$ cat src/rtl/instr_fetch_unit.sv
// Instruction fetch unit: PC register, fetch FIFO, valid/ready delivery to decode,
// redirect/flush, end-of-program halt and misaligned-redirect fault.
// Optional macro FETCH_COUNT_EN enables the delivered-instruction counter on fetch_count.
//
// state | meaning
// RUN   | fetching sequentially while pc+4 stays within the memory
// END   | fetch ran past the memory end; buffer still drains
// FAULT | misaligned redirect target; buffer empty, no fetch
module instr_fetch_unit #(
  parameter logic [63:0] RESET_PC   = 64'd0,
  parameter int          MEM_BYTES  = 12,
  parameter int          FIFO_DEPTH = 2
) (
  input  logic        clk,
  input  logic        reset,
  output logic [63:0] Inst_Adress,
  input  logic [31:0] Instruction,
  output logic        if_valid,
  input  logic        if_ready,
  output logic [31:0] if_instruction,
  output logic [63:0] if_pc,
  input  logic        redirect_valid,
  input  logic [63:0] redirect_pc,
  output logic        halted,
  output logic        fault,
  output logic [31:0] fetch_count
);

  localparam int PW = $clog2(FIFO_DEPTH);
  localparam int CW = PW + 1;

  typedef enum logic [1:0] {S_RUN, S_END, S_FAULT} state_t;

  state_t        state_q, state_d;
  logic [63:0]   pc_q, pc_d;
  logic [CW-1:0] count_q, count_d;
  logic [PW-1:0] rd_ptr_q, rd_ptr_d;
  logic [PW-1:0] wr_ptr_q, wr_ptr_d;
  logic [31:0]   instr_mem_q [FIFO_DEPTH];
  logic [31:0]   instr_mem_d [FIFO_DEPTH];
  logic [63:0]   pc_mem_q    [FIFO_DEPTH];
  logic [63:0]   pc_mem_d    [FIFO_DEPTH];

  logic [64:0] pc_plus4;
  logic        legal;
  logic        room;
  logic        pop;
  logic        push;
  logic        not_empty;

  // Fetch legality (65-bit so the bound check can never wrap) and handshake terms
  always_comb begin
    pc_plus4  = {1'b0, pc_q} + 65'd4;
    legal     = (pc_plus4 <= 65'(MEM_BYTES));
    not_empty = (count_q != '0);
    if_valid  = not_empty && !redirect_valid;
    pop       = if_valid && if_ready;
    room      = (count_q < CW'(FIFO_DEPTH)) || pop;
    push      = (state_q == S_RUN) && legal && room && !redirect_valid;
  end

  // State register
  always_ff @(posedge clk) begin
    if (reset) state_q <= S_RUN;
    else       state_q <= state_d;
  end

  // Next-state: redirect wins, otherwise RUN stops at the memory end
  always_comb begin
    state_d = state_q;
    if (redirect_valid) begin
      state_d = (redirect_pc[1:0] == 2'b00) ? S_RUN : S_FAULT;
    end else if ((state_q == S_RUN) && !legal) begin
      state_d = S_END;
    end
  end

  // State-decoded outputs
  always_comb begin
    halted = (state_q == S_END);
    fault  = (state_q == S_FAULT);
  end

  // PC, occupancy, pointers and buffer contents next values
  always_comb begin
    pc_d        = pc_q;
    count_d     = count_q;
    rd_ptr_d    = rd_ptr_q;
    wr_ptr_d    = wr_ptr_q;
    instr_mem_d = instr_mem_q;
    pc_mem_d    = pc_mem_q;
    if (redirect_valid) begin
      count_d  = '0;
      rd_ptr_d = '0;
      wr_ptr_d = '0;
      if (redirect_pc[1:0] == 2'b00) pc_d = redirect_pc;
    end else begin
      if (push) begin
        instr_mem_d[wr_ptr_q] = Instruction;
        pc_mem_d[wr_ptr_q]    = pc_q;
        wr_ptr_d              = wr_ptr_q + PW'(1);
        pc_d                  = pc_plus4[63:0];
      end
      if (pop) rd_ptr_d = rd_ptr_q + PW'(1);
      if (push && !pop)      count_d = count_q + CW'(1);
      else if (!push && pop) count_d = count_q - CW'(1);
    end
  end

  // Datapath registers
  always_ff @(posedge clk) begin
    if (reset) begin
      pc_q     <= RESET_PC;
      count_q  <= '0;
      rd_ptr_q <= '0;
      wr_ptr_q <= '0;
      for (int i = 0; i < FIFO_DEPTH; i++) begin
        instr_mem_q[i] <= '0;
        pc_mem_q[i]    <= '0;
      end
    end else begin
      pc_q        <= pc_d;
      count_q     <= count_d;
      rd_ptr_q    <= rd_ptr_d;
      wr_ptr_q    <= wr_ptr_d;
      instr_mem_q <= instr_mem_d;
      pc_mem_q    <= pc_mem_d;
    end
  end

  // Memory address and buffer head; head reads as zero when the buffer is empty
  always_comb begin
    Inst_Adress    = pc_q;
    if_instruction = not_empty ? instr_mem_q[rd_ptr_q] : 32'd0;
    if_pc          = not_empty ? pc_mem_q[rd_ptr_q] : 64'd0;
  end

`ifdef FETCH_COUNT_EN
  logic [31:0] fetch_count_q, fetch_count_d;

  // Delivered-instruction counter; survives redirects, wraps naturally
  always_comb begin
    fetch_count_d = pop ? fetch_count_q + 32'd1 : fetch_count_q;
  end

  // Counter register
  always_ff @(posedge clk) begin
    if (reset) fetch_count_q <= '0;
    else       fetch_count_q <= fetch_count_d;
  end

  assign fetch_count = fetch_count_q;
`else
  assign fetch_count = 32'd0;
`endif

endmodule

$ cat config.mk
export PLATFORM = sky130hd
export DESIGN_NAME = instr_fetch_unit
export DESIGN_NICKNAME = d
export VERILOG_FILES = /design/src/rtl/instr_fetch_unit.sv
export SDC_FILE = /design/constraint.sdc
export NUM_CORES = 1
export LEC_CHECK = 0
export ABC_AREA = 1
export BUFFER_PORTS_ARGS = -buffer_cell sky130_fd_sc_hd__buf_2
export CORE_ASPECT_RATIO = 1.25
export CORE_UTILIZATION = 25
export DETAILED_ROUTE_END_ITERATION = 16
export PLACE_DENSITY = 0.55
export SETUP_SLACK_MARGIN = 0.5
export SYNTH_ARGS = -nofsm -noshare
export SYNTH_HDL_FRONTEND = slang
export SYNTH_SLANG_ARGS = --single-unit
$ cat constraint.sdc
create_clock -name clk -period 5.65 [get_ports clk]
set_clock_uncertainty 0.2 [all_clocks]
set_input_delay 0.565 -clock clk [delete_from_list [all_inputs] [get_ports clk]]
set_output_delay 0.565 -clock clk [all_outputs]
set_load 0.01 [all_outputs]
Word level (Yosys, flattened, before mapping). Cells that the tools add are included.

Register bits after elaboration: 262. Logic and storage cells: 70.

$add $sub $neg: 5. Order comparisons: 5. Equal/unequal tests: 3. Mux-type cells: 22. Bitwise operators: 3. Reductions and logical operators: 23.

Operators by type and width (count): 64-bit 2-to-1 mux (8); 32-bit 2-to-1 mux (5); 128-bit bitwise mux (1); 64-bit by 3-bit adder with 65-bit output (second input constant) (1); 65-bit by 4-bit less-or-equal comparator with 1-bit output (second input constant) (1); 64-bit bitwise mux (1); 64-bit demux with 1-bit select (1); 32-bit demux with 1-bit select (1); 2-bit 2-to-1 mux (5); 1-bit logical AND (9); 2-bit nonzero test (4); 2-bit greater-or-equal comparator (second input constant) (2); 1-bit logical NOT (4); 2-bit logical NOT (2); 1-bit inverter with 2-bit output (2); 2-bit AND reduction (2); 1-bit adder (second input constant) (2); 2-bit by 1-bit adder with 2-bit output (second input constant) (1); 2-bit by 1-bit equality test with 1-bit output (second input constant) (1); 2-bit equality test (second input constant) (1); 2-bit by 1-bit < comparator with 1-bit output (second input constant) (1); 2-bit < comparator (second input constant) (1); 2-bit by 1-bit inequality test with 1-bit output (second input constant) (1); 2-bit OR reduction (1); other kinds (3) (3).

Longest topological paths before layout. Gate-level depths: netlist of run 1.

Word-level depth: 10. Gate-level depth with buffers: 22. Gate-level depth less buffers: 22.

Worst setup path after synthesis of run 1. OpenSTA, ideal clock, no wires.

Path type: register to register. From: reg pc_q[3] (netlist: Inst_Adress[3]). To: reg count_q[1]. Arrival: 2827 ps. Setup slack: 2501 ps. Stages on the path, launching flop included: 22. Path through: dfxtp_1 -> ha_1 -> nand2_1 -> nor2_4 -> nand2_2 -> nor2_2 -> buf_4 -> nand3_1 -> nand2_1 -> nand3_1 -> nor2_1 -> nand2_1 -> nor2_1 -> nand2_1 -> nor2_2 -> nand4_4 -> inv_1 -> ha_1 -> a21oi_1 -> o21ai_0 -> o21ai_0 -> a21oi_1.

Cells in the longest elaborated chain, start to end: 8.

RTL lines: start, declared (RTL line 35) `logic [63:0] pc_q, pc_d;`; start signal, assigned (RTL line 122) `pc_q <= pc_d;`; 64-bit by 3-bit adder with 65-bit output * (RTL line 53) `pc_plus4 = {1'b0, pc_q} + 65'd4;`; 65-bit by 4-bit less-or-equal comparator with 1-bit output * (RTL line 54) `legal = (pc_plus4 <= 65'(MEM_BYTES));`; 1-bit logical AND * (3 in series) (RTL line 59) `push = (state_q == S_RUN) && legal && room && !redirect_valid;`; net push (RTL line 48) `logic push;`; 1-bit logical NOT (RTL line 106) `else if (!push && pop) count_d = count_q - CW'(1);`; 1-bit logical AND (RTL line 106); 2-bit nonzero test (no source line); end signal, assigned (RTL line 123) `count_q <= count_d;`; end, declared (RTL line 36) `logic [CW-1:0] count_q, count_d;`.

Mark *: on every way through the listed nets, which the timed path passes. The rest lies on a longest branch. A chain may end at the register's enable or synchronous reset.

Final worst setup path of run 1.
From: reg pc_q[2] (netlist: Inst_Adress[2]). To: reg pc_q[4] (netlist: Inst_Adress[4]).

Cells in the longest elaborated chain, start to end: 7.

RTL lines (RTL line): 64-bit by 3-bit adder with 65-bit output * (53); 65-bit by 4-bit less-or-equal comparator with 1-bit output (54); 1-bit logical AND (3 in series) (59); 2-bit nonzero test (no source line); 2-bit AND reduction (no source line).

Mark *: on every way between the ends. The rest lies on a longest branch, timed or not. The select of a mux whose other input is x is not followed.

==> impl_metrics.py, run 1 <==
metrics = {
    "outcome": {
        "status": "finished, final reports clean",
    },
    "grt": {
        "grt_pass1_vias": 13053,
        "antenna_found_initial": 1,
        "grt_max_degree": 157,
        "grt_pass1_wl_mm": 73.8,
        "grt-ovfl-total": 0,
        "track_usage_pct": 16.2,
    },
    "floorplan": {
        "die_h_um": 267,
        "start_util_pct": 25.5,
        "dieArea_mm2": 0.0573,
        "rows": 96,
        "ios": 295,
        "coreArea_mm2": 0.0553,
        "fp.dieW_um": 214,
    },
    "worst_setup_path": {
        "arrival_ns": 4.51,
        "rrSetupSlack_ns": 1.36,
        "cp.required_ns": 5.87,
        "rr_startpoint": "Inst_Adress[2]$_SDFFE_PP0P_",
        "end_kind": "flip-flop",
        "path_class": "reg2reg",
        "startpoint_type": "flip-flop",
        "rr_endpoint": "Inst_Adress[4]$_SDFFE_PP0P_",
        "rr_worst_depth": 21,
        "cp_max_fo": 73,
    },
    "run": {
        "drv_cap": 0,
    },
    "power": {
        "power.total_mw": 4.44,
        "leakage_nw": 8.55,
        "peakVddDrop_mv": 0.159,
        "power.density_mw_per_mm2": 263,
    },
    "cts": {
        "cts_resized": 0,
        "post-cts-setup-buffers": 0,
        "htreeDepth": 2,
        "cts_tree": "built",
        "cts_max_path_buffers": 3,
        "clock-sinks": 262,
        "insertion_delay_ns": 0.53,
        "cts_root_buffer": "clkbuf_16",
        "cts_buffers": 34,
        "clk_pin_slew_worst_paths_ns": 0.06,
        "cts_hold_buf": 0,
    },
    "final_layout": {
        "area.growth.synth_to_final_pct": 19.9,
        "fillCellCount": 6278,
        "nNetsFinal": 2598,
        "drive_gt1_share_pct": 15.9,
    },
    "logic_synthesis": {
        "ys_ff_latch": 262,
        "synth-compound-area-share_pct": 6.92,
        "avgSynthCellArea_um2": 6.12,
        "synthesis.area_mm2": 0.0141,
        "muxShareOfSynthArea_pct": 0.213,
        "synth.distinct_cells": 36,
        "ys_async_sr_fraction_pct": 0,
        "synth_seq_area_share_pct": 37.2,
        "synth_top_family_by_area": "simple AND/OR/NAND/NOR gates",
        "synthCells": 2302,
        "synth_xor_area_share_pct": 0.746,
        "yosys_warnings": 0,
        "synth_fa_ha_area_share_pct": 0.266,
        "synthFlopType": "dfxtp_1",
        "synthSimpleGateAreaFrac_pct": 41.2,
        "synth_edf_count": 0,
    },
    "min_path": {
        "min_to": "instr_mem_q[10]$_SDFFE_PP0P_",
        "min_path_cells": 3,
        "holdCritStartpoint": "Instruction[10]",
        "hold_path.class": "in2reg",
    },
    "placement": {
        "gp_congestion": 0.964,
        "dp.final_hpwl_mm": 33.4,
        "io_buffer_count": 262,
    },
    "sta": {
        "final-hold-violation-count": 0,
        "period_share_pct": 75.9,
        "fmax_mhz": 233,
        "setup_violations": 0,
        "worst_pin_slew_ns": 0.978,
        "post-route-min-period_ns": 4.29,
        "relSlewSlack_pct": 34.8,
        "rsz0062_at_grt": "no",
        "drv_slew": 0,
        "finalSetupTns_ns": 0,
    },
    "detailed_routing": {
        "wire_per_inst_um": 14.6,
        "drt_iter0_markers": 857,
        "avgViaCountPerCell": 4.38,
        "drc": 0,
        "drt_first_pass_iters": 6,
        "finalWirelength_mm": 47.5,
        "antenna_left": 0,
        "vias": 14256,
    },
}
==> layout make-up <==
type / instances / area [um2] / area share (%)
Inverter: 289 / 1090 / 6.48
Clock buffer: 42 / 942 / 5.58
Antenna cell: 1 / 2.50 / 0.0148
Clock inverter: 18 / 171 / 1.01
Timing Repair Buffer: 274 / 1430 / 8.44
Multi-Input combinational cell: 1634 / 7090 / 42.0
Sequential cell: 262 / 5250 / 31.1
Tap cell: 735 / 920 / 5.44
==> cells in the mapped netlist (3+ instances only) <==
cell type	n	share of area [%]
dfxtp_1	262	37
a211oi_1	37	2.0
nand2_2	7	0.31
buf_4	36	1.9
nor2_2	12	0.53
mux2i_1	3	0.21
xnor2_1	10	0.62
buf_1	16	0.43
a21oi_1	83	2.9
buf_2	22	0.78
inv_2	33	0.88
nand4_1	24	1.1
a31oi_1	3	0.13
nor2_4	7	0.56
buf_6	12	0.96
nand3_1	181	6.4
o21ai_0	46	1.6
nand2_1	695	19
and2_1	3	0.13
nor2_1	458	12
nand3b_1	13	0.69
clkbuf_1	62	1.7
ha_1	3	0.27
inv_1	254	6.8
nor3_1	5	0.18
==> logic make-up after synthesis <==
logic type	after synthesis
flops	262
buf+inv	437
other cells	1
xor+xnor	12
simple gates	1411
fa+ha+maj	3
mux	3
compound gates	173
==> cell usage in the layout (no fill, tap or decap), drive strengths merged <==
master	count
xnor2	10
a31oi	3
nand3b	13
clkbuf	42
a21oi	83
nor2	478
nor3	5
nand4	25
ha	3
clkinv	11
bufinv	2
inv	292
xor2	2
diode	1
or2	1
mux2i	3
buf	274
dfxtp	262
o21bai	1
nand3	183
clkinvlp	2
and2	3
a211oi	37
o21ai	48
conb	32
a2111oi	1
nand2	703
==> worst max path at each step <==
stage,start,depth (start not counted),endpoint
after detailed placement,Inst_Adress[2]$_SDFFE_PP0P_,21,Inst_Adress[31]$_SDFFE_PP0P_
after global routing,Inst_Adress[2]$_SDFFE_PP0P_,21,Inst_Adress[13]$_SDFFE_PP0P_
after CTS,Inst_Adress[2]$_SDFFE_PP0P_,21,Inst_Adress[24]$_SDFFE_PP0P_
after global placement,Inst_Adress[3]$_SDFFE_PP0P_,21,Inst_Adress[21]$_SDFFE_PP0P_
final,Inst_Adress[2]$_SDFFE_PP0P_,21,Inst_Adress[4]$_SDFFE_PP0P_
after floorplan,Inst_Adress[3]$_SDFFE_PP0P_,21,count_q[1]$_SDFFE_PP0P_
==> sequential cells by signal (all words and copies together), names as in the netlist <==
signal and flops:
count_q 2, Inst_Adress 64, pc_mem_q 128, state_q 2, wr_ptr_q 1, rd_ptr_q 1
instr_mem_q 64
==> stage by stage <==
stage | worst slack, ns | hold WS, ns | instances | util [%] | instance area, um2
floorplan | 2.50 | 0.232 | 2333 | - | 14200
finish | 1.36 | 0.0731 | 3255 | 30.6 | 16900
global placement | 1.41 | 0.242 | 3194 | 28.6 | 15800
global route | 0.911 | 0.0527 | 3254 | 30.6 | 16900
CTS | 1.33 | 0.0263 | 3254 | 30.6 | 16900
detailed placement | 1.37 | 0.246 | 3194 | 28.6 | 15800
==> power by group <==
group	leakage (nW)	switching, mW	internal [mW]
combinational	5.88	0.224	0.115
clock	0.555	0.884	1.29
sequential	2.12	0.0515	1.87
total	8.55	1.16	3.28
==> critical path: stages, from the launching register on <==
cell	delay, ns
dfxtp_1	0.54
ha_1	0.31
nand2_1	0.11
nor2_4	0.23
nand2_2	0.09
nor2_2	0.43
nand2_1	0.14
nand2_1	0.08
nand2_1	0.09
inv_1	0.08
nand2_1	0.05
nor2_1	0.14
nand2_1	0.08
nor2_1	0.16
nand2_1	0.09
nor2_2	0.13
nand4_4	0.18
nand2_4	0.44
buf_12	0.33
nand2_1	0.09
nand2_1	0.07
nor2_1	0.04
==> per-layer routing <==
layer / global-route usage, % / part of all wire (%) / wire (um)
met1: 19.1 / 42 / 19900
met2: 27.9 / 48 / 22700
met3: 3.91 / 6.5 / 3090
met4: 7.16 / 3.9 / 1840
met5: 0 / 0.027 / 13
No activity file was read; power rests on OpenSTA's default activity.
==> inputs of run 2 (changes only) <==
==> constraint.sdc (replaced) <==
create_clock -name clk -period 3.95 [get_ports clk]
set_clock_uncertainty 0.2 [all_clocks]
set_input_delay 0.395 -clock clk [delete_from_list [all_inputs] [get_ports clk]]
set_output_delay 0.395 -clock clk [all_outputs]
set_load 0.01 [all_outputs]
==> impl_metrics.py, run 2 (synthesis gave the netlist of run 1 again) <==
metrics = {
    "detailed_routing": {
        "antenna_left": 0,
        "drt_iter0_markers": 886,
        "finalWirelength_mm": 53.1,
        "wire_per_inst_um": 15.6,
        "avgViaCountPerCell": 4.39,
        "drt_first_pass_iters": 5,
        "drc": 0,
        "vias": 14944,
    },
    "power": {
        "power.total_mw": 6.30,
        "p_seq_share_pct": 43.6,
        "pwr-share-comb_pct": 9.7,
        "peakVddDrop_mv": 0.314,
        "power.density_mw_per_mm2": 337,
        "p_sw_mw": 1.67,
        "internal_power_mw": 4.63,
        "leakage_nw": 9.35,
        "p_clk_share_pct": 46.6,
        "swShare_pct": 26.5,
    },
    "sta": {
        "rsz0062_at_grt": "no",
        "drv_slew": 0,
        "setup_violations": 0,
        "finalSetupTns_ns": 0,
        "fin_ws_ns": 0.611,
        "final-hold-violation-count": 0,
        "post-route-min-period_ns": 3.34,
        "period_share_pct": 84.5,
        "relSlewSlack_pct": 36.2,
        "fmax_mhz": 299,
        "worst_pin_slew_ns": 0.955,
    },
    "worst_setup_path": {
        "rr_worst_depth": 21,
        "crit_path_start": "Inst_Adress[29]$_SDFFE_PP0P_",
        "rr_endpoint": "Inst_Adress[44]$_SDFFE_PP0P_",
        "end_kind": "flip-flop",
        "crit_end": "Inst_Adress[44]$_SDFFE_PP0P_",
        "cp.required_ns": 4.25,
        "rrSetupSlack_ns": 0.61,
        "path_class": "reg2reg",
        "cp_max_fo": 12,
        "arrival_ns": 3.64,
        "rr_startpoint": "Inst_Adress[29]$_SDFFE_PP0P_",
        "startpoint_type": "flip-flop",
    },
    "floorplan": {
        "start_util_pct": 25.5,
        "dieArea_mm2": 0.0573,
        "die_h_um": 267,
        "ios": 295,
        "rows": 96,
        "fp.dieW_um": 214,
        "coreArea_mm2": 0.0553,
    },
    "final_layout": {
        "largest_reg_flops": 128,
        "final_cell_mix": "689 x nand2_1, 433 x nor2_1, 263 x buf_2",
        "diodes": 0,
        "nNetsFinal": 2745,
        "final_common_cell": "nand2_1",
        "fin_area_mm2": 0.0187,
        "regMostFlops": "pc_mem_q",
        "drive_gt1_share_pct": 19.7,
        "post-route-util_pct": 33.9,
        "area.growth.synth_to_final_pct": 32.8,
    },
    "placement": {
        "dp.final_hpwl_mm": 34.1,
        "place_area_mm2": 0.0160,
        "gp_congestion": 0.966,
        "io_buffer_count": 262,
        "post-place-ws_ns": 0.378,
    },
    "cts": {
        "cts_max_path_buffers": 3,
        "insertion_delay_ns": 0.60,
        "htreeDepth": 1,
        "cts_root_buffer": "clkbuf_16",
        "clk_pin_slew_worst_paths_ns": 0.06,
        "clock-sinks": 262,
        "cts_tree": "built",
        "cts_buffers": 31,
    },
    "grt": {
        "track_usage_pct": 16.5,
        "grt-ovfl-total": 0,
        "grt_max_degree": 135,
        "grt_pass1_vias": 13560,
        "grt_pass1_wl_mm": 75.3,
        "antenna_found_initial": 3,
    },
    "min_path": {
        "hold_path.class": "in2reg",
    },
    "outcome": {
        "status": "finished, final reports clean",
    },
    "run": {
        "drv_cap": 0,
    },
}
run 2: changes by cell type in the layout (fill, tap and decap cells not counted), sizes merged, moves of 3 or more:
| cell | before | now |
|---|---|---|
| clkbuf | 42 | 54 |
| buf | 274 | 320 |
| nand2 | 703 | 706 |
| clkinv | 11 | 8 |
| dlygate4sd3 | 0 | 90 |
run 2: routing by layer:
| layer | vias up | global-route usage, % | part of all wire (%) | wire, um |
|---|---|---|---|---|
| li1 | 7671 | - | - | - |
| met3 | 117 | 3.67 | 6.2 | 3280 |
| met5 | - | 0 | 0.072 | 38 |
| met1 | 6731 | 19.1 | 41 | 21800 |
| met4 | 6 | 7.41 | 4.4 | 2360 |
| met2 | 419 | 28.8 | 48 | 25700 |
run 2: power by group through the flow:
stage	registers (mW)	clock network, mW	logic [mW]
floorplan	2.79	0	0.317
global placement	2.80	0	0.515
detailed placement	2.80	0	0.514
CTS	2.75	3.06	0.588
global route	2.76	3.15	0.678
finish	2.75	2.94	0.614
run 2: timing repair:
item | CTS | global route
pin swaps | 2 | 18
setup endpoints to repair | 244 | 254
endpoints found under the hold margin | 124 | 0
cloned | 0 | 20
gates resized for setup | 8 | 82
hold buffers | 90 | 0
buffers inserted | 1 | 19
run 2: critical path, stage by stage, from the launching register on:
cell and delay, ns:
dfxtp_1 0.45, nand2_1 0.13, nor2_1 0.17, nand2_1 0.20, nor2_4 0.22, nand2_1 0.11, nand2_1 0.08, nand2_1 0.07
inv_1 0.08, nand2_1 0.06, nor2_2 0.15, nand2_1 0.07, nor2_1 0.12, nand2_1 0.09, nor2_2 0.15, nand4_4 0.12
buf_6 0.19, nand2_4 0.19, clkbuf_16 0.23, nand2_1 0.05, nand2_1 0.05, nor2_1 0.05
run 2: metrics by stage:
stage                     instances  hold WS (ns)
final                          3402        0.0610
after global routing           3402        0.0793
after CTS                      3363       0.00879
after detailed placement       3214         0.246
after global placement         3214         0.243
after floorplan                2333         0.232
run 2: area by class of cell:
type,count,area [um2]
Fill cell,6106,36500
Clock buffer,43,881
Timing Repair Buffer,421,3090
Tap cell,735,920
Clock inverter,15,158
Multi-Input combinational cell,1637,7280
Inverter,289,1090
Sequential cell,262,5290
run 2: worst min-delay path by stage:
stage | from | cells after the start | endpoint | slack, ns
6_report | redirect_pc[18] | 5 | Inst_Adress[18]$_SDFFE_PP0P_ | 0.06
5_1_grt | redirect_pc[18] | 5 | Inst_Adress[18]$_SDFFE_PP0P_ | 0.08
4_1_cts | redirect_pc[41] | 5 | Inst_Adress[41]$_SDFFE_PP0P_ | 0.009
3_5_place_dp | pc_mem_q[79]$_SDFFE_PP0P_ | 2 | pc_mem_q[79]$_SDFFE_PP0P_ | 0.25
3_3_place_gp | pc_mem_q[109]$_SDFFE_PP0P_ | 2 | pc_mem_q[109]$_SDFFE_PP0P_ | 0.24
2_1_floorplan | pc_mem_q[10]$_SDFFE_PP0P_ | 2 | pc_mem_q[10]$_SDFFE_PP0P_ | 0.23
